<file path="src/rtl/axi_lite_pkg.sv">
// Shared types for the AXI4-Lite register-file responder.
package axi_lite_pkg;

    typedef enum logic [1:0] {
        RESP_OKAY   = 2'b00,
        RESP_SLVERR = 2'b10
    } axi_resp_t;

    typedef enum logic {
        W_IDLE,
        W_RESP
    } wr_state_t;

    typedef enum logic {
        R_IDLE,
        R_DATA
    } rd_state_t;

endpackage

</file>
<file path="src/rtl/axi_lite_reg_bank.sv">
// Register storage: one byte-strobed synchronous write port, one asynchronous read port.
module axi_lite_reg_bank #(
    parameter int unsigned NUM_REGS   = 16,
    parameter int unsigned DATA_WIDTH = 32,
    parameter int unsigned IDX_W      = (NUM_REGS > 1) ? $clog2(NUM_REGS) : 1
) (
    input  logic                    clk,
    input  logic                    reset,
    input  logic                    we,
    input  logic [IDX_W-1:0]        waddr,
    input  logic [DATA_WIDTH-1:0]   wdata,
    input  logic [DATA_WIDTH/8-1:0] wstrb,
    input  logic [IDX_W-1:0]        raddr,
    output logic [DATA_WIDTH-1:0]   rdata
);

    logic [DATA_WIDTH-1:0] mem [NUM_REGS];

    always_ff @(posedge clk) begin
        if (reset) begin
            for (int unsigned i = 0; i < NUM_REGS; i++) begin
                mem[i] <= '0;
            end
        end else if (we) begin
            for (int unsigned b = 0; b < DATA_WIDTH / 8; b++) begin
                if (wstrb[b]) begin
                    mem[waddr][8*b +: 8] <= wdata[8*b +: 8];
                end
            end
        end
    end

    // Async read lets a same-edge read observe the pre-write contents.
    assign rdata = mem[raddr];

endmodule

</file>
<file path="src/rtl/axi_lite_regfile_slave.sv">
// AXI4-Lite responder over a register bank; independent write and read channel FSMs.
module axi_lite_regfile_slave
    import axi_lite_pkg::*;
#(
    parameter int unsigned           ADDR_WIDTH = 32,
    parameter int unsigned           DATA_WIDTH = 32,
    parameter int unsigned           NUM_REGS   = 16,
    parameter logic [ADDR_WIDTH-1:0] BASE_ADDR  = '0
) (
    input  logic                    aclk,
    input  logic                    areset,
    input  logic [ADDR_WIDTH-1:0]   awaddr,
    input  logic                    awvalid,
    output logic                    awready,
    input  logic [DATA_WIDTH-1:0]   wdata,
    input  logic [DATA_WIDTH/8-1:0] wstrb,
    input  logic                    wvalid,
    output logic                    wready,
    output logic [1:0]              bresp,
    output logic                    bvalid,
    input  logic                    bready,
    input  logic [ADDR_WIDTH-1:0]   araddr,
    input  logic                    arvalid,
    output logic                    arready,
    output logic [DATA_WIDTH-1:0]   rdata,
    output logic [1:0]              rresp,
    output logic                    rvalid,
    input  logic                    rready
);

    localparam int unsigned STRB_W = DATA_WIDTH / 8;
    localparam int unsigned LSB    = $clog2(STRB_W);
    localparam int unsigned IDX_W  = (NUM_REGS > 1) ? $clog2(NUM_REGS) : 1;
    localparam logic [ADDR_WIDTH-1:0] SPAN = ADDR_WIDTH'(NUM_REGS * STRB_W);

    function automatic logic addr_in_range(input logic [ADDR_WIDTH-1:0] a);
        logic [ADDR_WIDTH-1:0] off;
        off = a - BASE_ADDR;
        return (a >= BASE_ADDR) && (off < SPAN);
    endfunction

    function automatic logic [IDX_W-1:0] addr_index(input logic [ADDR_WIDTH-1:0] a);
        logic [ADDR_WIDTH-1:0] off;
        off = a - BASE_ADDR;
        return off[LSB +: IDX_W];
    endfunction

    wr_state_t wr_state;
    rd_state_t rd_state;

    logic                  aw_have, w_have;
    logic [ADDR_WIDTH-1:0] aw_addr_q;
    logic [DATA_WIDTH-1:0] w_data_q;
    logic [STRB_W-1:0]     w_strb_q;

    logic                  aw_hs, w_hs, ar_hs, commit;
    logic                  wr_in_range, rd_in_range;
    logic [ADDR_WIDTH-1:0] wr_addr;
    logic [DATA_WIDTH-1:0] wr_data;
    logic [STRB_W-1:0]     wr_strb;
    logic [DATA_WIDTH-1:0] bank_rdata;

    // Whichever of AW/W handshakes last supplies its fields straight from the bus.
    always_comb begin
        aw_hs       = awvalid && awready;
        w_hs        = wvalid && wready;
        ar_hs       = arvalid && arready;
        wr_addr     = aw_hs ? awaddr : aw_addr_q;
        wr_data     = w_hs ? wdata : w_data_q;
        wr_strb     = w_hs ? wstrb : w_strb_q;
        commit      = (wr_state == W_IDLE) && (aw_hs || aw_have) && (w_hs || w_have);
        wr_in_range = addr_in_range(wr_addr);
        rd_in_range = addr_in_range(araddr);
    end

    axi_lite_reg_bank #(
        .NUM_REGS  (NUM_REGS),
        .DATA_WIDTH(DATA_WIDTH),
        .IDX_W     (IDX_W)
    ) u_bank (
        .clk  (aclk),
        .reset(areset),
        .we   (commit && wr_in_range),
        .waddr(addr_index(wr_addr)),
        .wdata(wr_data),
        .wstrb(wr_strb),
        .raddr(addr_index(araddr)),
        .rdata(bank_rdata)
    );

    always_ff @(posedge aclk) begin
        if (areset) begin
            wr_state  <= W_IDLE;
            awready   <= 1'b1;
            wready    <= 1'b1;
            bvalid    <= 1'b0;
            bresp     <= RESP_OKAY;
            aw_have   <= 1'b0;
            w_have    <= 1'b0;
            aw_addr_q <= '0;
            w_data_q  <= '0;
            w_strb_q  <= '0;
        end else begin
            case (wr_state)
                W_IDLE: begin
                    if (commit) begin
                        bvalid   <= 1'b1;
                        bresp    <= wr_in_range ? RESP_OKAY : RESP_SLVERR;
                        awready  <= 1'b0;
                        wready   <= 1'b0;
                        aw_have  <= 1'b0;
                        w_have   <= 1'b0;
                        wr_state <= W_RESP;
                    end else begin
                        if (aw_hs) begin
                            aw_have   <= 1'b1;
                            aw_addr_q <= awaddr;
                            awready   <= 1'b0;
                        end
                        if (w_hs) begin
                            w_have   <= 1'b1;
                            w_data_q <= wdata;
                            w_strb_q <= wstrb;
                            wready   <= 1'b0;
                        end
                    end
                end
                W_RESP: begin
                    if (bready) begin
                        bvalid   <= 1'b0;
                        awready  <= 1'b1;
                        wready   <= 1'b1;
                        wr_state <= W_IDLE;
                    end
                end
                default: wr_state <= W_IDLE;
            endcase
        end
    end

    always_ff @(posedge aclk) begin
        if (areset) begin
            rd_state <= R_IDLE;
            arready  <= 1'b1;
            rvalid   <= 1'b0;
            rresp    <= RESP_OKAY;
            rdata    <= '0;
        end else begin
            case (rd_state)
                R_IDLE: begin
                    if (ar_hs) begin
                        rdata    <= rd_in_range ? bank_rdata : '0;
                        rresp    <= rd_in_range ? RESP_OKAY : RESP_SLVERR;
                        rvalid   <= 1'b1;
                        arready  <= 1'b0;
                        rd_state <= R_DATA;
                    end
                end
                R_DATA: begin
                    if (rready) begin
                        rvalid   <= 1'b0;
                        arready  <= 1'b1;
                        rd_state <= R_IDLE;
                    end
                end
                default: rd_state <= R_IDLE;
            endcase
        end
    end

endmodule

</file>
<file path="config.mk">
export PLATFORM = sky130hd
export DESIGN_NAME = axi_lite_regfile_slave
export DESIGN_NICKNAME = d
export VERILOG_FILES = /design/src/rtl/axi_lite_pkg.sv /design/src/rtl/axi_lite_reg_bank.sv /design/src/rtl/axi_lite_regfile_slave.sv
export SDC_FILE = /design/constraint.sdc
export NUM_CORES = 1
export LEC_CHECK = 0
export ABC_AREA = 1
export CAP_MARGIN = 15
export CORE_ASPECT_RATIO = 0.8
export CORE_MARGIN = 2
export CORE_UTILIZATION = 50
export DETAILED_ROUTE_END_ITERATION = 7
export GPL_TIMING_DRIVEN = 0
export PLACE_DENSITY = 0.69
export SLEW_MARGIN = 20
export SYNTH_ARGS = -nofsm -noshare
export SYNTH_HDL_FRONTEND = slang
export SYNTH_HIERARCHICAL = 1
export SYNTH_SLANG_ARGS = --single-unit
</file>
<file path="constraint.sdc">
create_clock -name aclk -period 6.4 [get_ports aclk]
set_clock_uncertainty 0.2 [all_clocks]
set_input_delay 0.96 -clock aclk [delete_from_list [all_inputs] [get_ports aclk]]
set_output_delay 0.96 -clock aclk [all_outputs]
set_load 0.01 [all_outputs]
</file>
==> metrics.md <==
| Metric | Value |
|---|---|
| Final Cycle Share | 0.688 |
| RSZ-0062 raised after global routing | false |
| Vias in the first global route | 23100 |
| Final WL | 97500 µm |
| Fin. max-slew vios | 0 |
| Pint | 6800 µW |
| Cells on worst reg2reg path | 12 |
| Highest Clock Rate | 0.227 GHz |
| Max-Cap Viols | 0 |
| DR vias/cell | 5.47 |
| WL/cell | 21.1 µm |
| Dpl cells | 4506 |
| R2R Path Start | awready$_SDFFE_PP1P_ |
| Rows | 80 |
| Critical Path Source Type | input port |
| Status | finished clean |
| Die width | 279 µm |
| Initial DRC count | 3554 |
| Fraction of registers with async set/reset | 0 |
| CP max FO | 10 |
| Initial Util | 0.507 |
| Fin nets | 3897 |
| GPL Wtd Cong | 0.976 |
| Clock power share | 0.359 |
| Post-CTS Setup Inserts | 0 |
| Fin cells | 4620 |
| Final core utilization | 0.578 |
| Worst R2R Setup Slack | 2.45 ns |
| Psw | 2760 µW |
| IO Pins | 148 |
| # setup viols final | 0 |
| Synth-to-Final Area Change | 14.0% |
| DP Worst Slack | 1.47 ns |
| Synthesized area | 30300 µm² |
| Post-Syn Area per Cell | 8.44 µm² |
| Final hold viol count | 0 |
| Seq/Total Area, Yosys | 0.580 |
| Crit path DAT | 4.48 ns |
| Hold/Removal Path Class | reg2reg |
| Reg clk slew, reported paths | 0.06 ns |
| Kind of critical path | in2reg |
| CTS H-Tree Depth | 2 |
| Core area | 59800 µm² |
| Slew @ Worst Pin | 1.28 ns |
| Pwr per Cell Area | 277 nW/µm² |
| Crit path time final | 4.40 ns |
| Fill count | 5314 |
| Hold Crit Endpoint | w_data_q[12]$_SDFFE_PP0P_ |
| Min-delay src | w_data_q[12]$_SDFFE_PP0P_ |
| Yosys warnings | 6 |
| Die Ht | 224 µm |
| Gr usage total | 0.308 |
| FF/Latch Area | 17600 µm² |
| Routed vias | 25300 |
| Post-synth top area share | 0.508 |
| Post-CTS Resized | 0 |
| Switching portion of total power | 0.289 |
| Critical Path RT | 6.48 ns |
| Comb power frac | 0.158 |
| Setup ws final | 2.00 ns |
| Largest net degree at the start of global routing | 16 |
| Die Footprint | 62600 µm² |
| Global-route wire length before repair | 142000 µm |
| CTS buffer count | 61 |
| IO Port Bufs | 139 |
| DR pass1 iterations | 6 |
| Top post-synthesis cells by area | edfxtp_1, nand2_1, nor2_1 |
| Synth Instances | 3587 |
| Post-synth EDFFs | 512 |
| Pleak | 0.0150 µW |
| Seq cells post-synth | 621 |
| WHS Path Cells | 2 |
| TritonCTS clock tree | built |
| Number of hold buffers added after cts | 0 |
| DP HPWL | 70600 µm |
| Root Driver | clkbuf_16 |
| Crit. End Element | flop |
| Final ANT Viol Nets | 0 |
| Clock Tree Buf Depth | 3 |
| Slew headroom | 0.146 |
| Area leader, netlist | edfxtp_1 |
| Reg-to-Reg End | u_bank/mem[2][14]$_SDFFCE_PN0P_ |
| Initial antenna violation count | 2 |
| CTS Sinks | 621 |
| Share of layout cells above drive strength 1 | 0.0753 |
| Sequential Power Share | 0.484 |
| DRC | 0 |
| VDD IR max | 0.217 mV |
| Clk_lat worst skew | 0.64 ns |
| Total grt overflow | 0 |
| Final setup TNS | 0 ns |
| Area of the multi-input gates | 9770 µm² |
| Main synth FF type | edfxtp_1 |
| Number of distinct library cells after synthesis | 28 |
[final cells by class]
cell class,instances,area share
repair buffers,139,0.0403
clock inverters,27,0.00446
clock buffers,85,0.0491
inverters,525,0.0571
plain buffers,205,0.0288
well taps,779,0.0282
diodes,2,0.000145
multi-input cells,2237,0.283
flip-flops and latches,621,0.509
[critical path, stage by stage]
cell	delay, ns
clkdlybuf4s50_1	0.49
nand2_2	0.18
buf_2	0.27
inv_2	0.12
o21ai_0	0.62
nand2_1	0.45
nor2_2	0.65
nand2_2	0.32
nand2_1	0.41
[cell families (layout without fill, tap and decap cells)]
| logic type | Yosys count | in the layout | share of synthesized area |
|---|---|---|---|
| compound gates | 200 | 200 | 0.0354 |
| buf+inv | 730 | 981 | 0.0978 |
| flops | 621 | 621 | 0.580 |
| other cells | 1 | 4 | 0.000124 |
| simple gates | 2035 | 2035 | 0.287 |
[cells in the final DEF (no fill, tap or decap), types with 4 or more instances in the layout]
| cell type | instances |
|---|---|
| a211oi_1 | 4 |
| a211oi_2 | 7 |
| a21oi_1 | 79 |
| buf_1 | 19 |
| buf_2 | 76 |
| buf_4 | 17 |
| buf_6 | 7 |
| clkbuf_1 | 100 |
| clkbuf_16 | 62 |
| clkbuf_8 | 5 |
| clkdlybuf4s50_1 | 139 |
| clkinv_1 | 11 |
| clkinv_2 | 13 |
| dfxtp_1 | 109 |
| edfxtp_1 | 512 |
| inv_1 | 517 |
| inv_2 | 8 |
| nand2_1 | 889 |
| nand2_2 | 37 |
| nand2_4 | 29 |
| nand3_1 | 407 |
| nand4_1 | 32 |
| nor2_1 | 619 |
| nor2_4 | 19 |
| o21ai_0 | 80 |
| o21ai_1 | 26 |
[power by group through the flow]
stage | Combinational (µW) | Sequential [µW] | Clock, µW
CTS | 1450 | 4620 | 3460
detailed placement | 1440 | 4710 | 0
global placement | 1420 | 4700 | 0
finish | 1510 | 4620 | 3430
global route | 1600 | 4640 | 3620
floorplan | 862 | 4690 | 0
[metal layers]
metal | vias up | track usage | wire, µm
met5 | - | 0 | 0
met4 | 0 | 0.121 | 3880
met1 | 11700 | 0.436 | 38500
met3 | 187 | 0.120 | 16200
li1 | 11800 | - | -
met2 | 1622 | 0.423 | 39000
[Yosys cell counts, types with 32 or more instances]
cell type / n
nand2_1: 889
nor2_1: 619
inv_1: 517
edfxtp_1: 512
nand3_1: 407
dfxtp_1: 109
clkbuf_1: 85
o21ai_0: 80
a21oi_1: 79
buf_2: 76
nand2_2: 37
nand4_1: 32
[registers in the layout, indices dropped and copies added, names as in the netlist]
signal	flops
aw_have	1
w_data_q	32
aw_addr_q	30
bvalid	1
arready	1
w_strb_q	4
u_bank/mem	512
rresp	1
rvalid	1
awready	1
wready	1
w_have	1
rdata	32
wr_state	1
bresp	1
rd_state	1
[worst max path at each step]
stage                                        to  cells after the start  slack [ns]  startpoint
2_1_floorplan  u_bank/mem[12][24]$_SDFFCE_PN0P_                     13        3.13     awvalid
3_3_place_gp    u_bank/mem[3][14]$_SDFFCE_PN0P_                     13        1.52     awvalid
3_5_place_dp    u_bank/mem[3][14]$_SDFFCE_PN0P_                     14        1.47     awvalid
4_1_cts         u_bank/mem[3][14]$_SDFFCE_PN0P_                     14        2.11     awvalid
5_1_grt         u_bank/mem[9][17]$_SDFFCE_PN0P_                     14        1.90     awvalid
6_report         u_bank/mem[6][0]$_SDFFCE_PN0P_                      9        2.00     awvalid
[per-stage QoR]
step | cell area (µm²) | hold WS, ns | total power [µW]
detailed placement | 32700 | 0.239 | 6150
global placement | 32700 | 0.233 | 6130
floorplan | 30300 | 0.225 | 5560
finish | 34500 | 0.246 | 9560
global route | 34500 | 0.258 | 9860
CTS | 34500 | 0.249 | 9530
(Power assumes the default switching activity.)
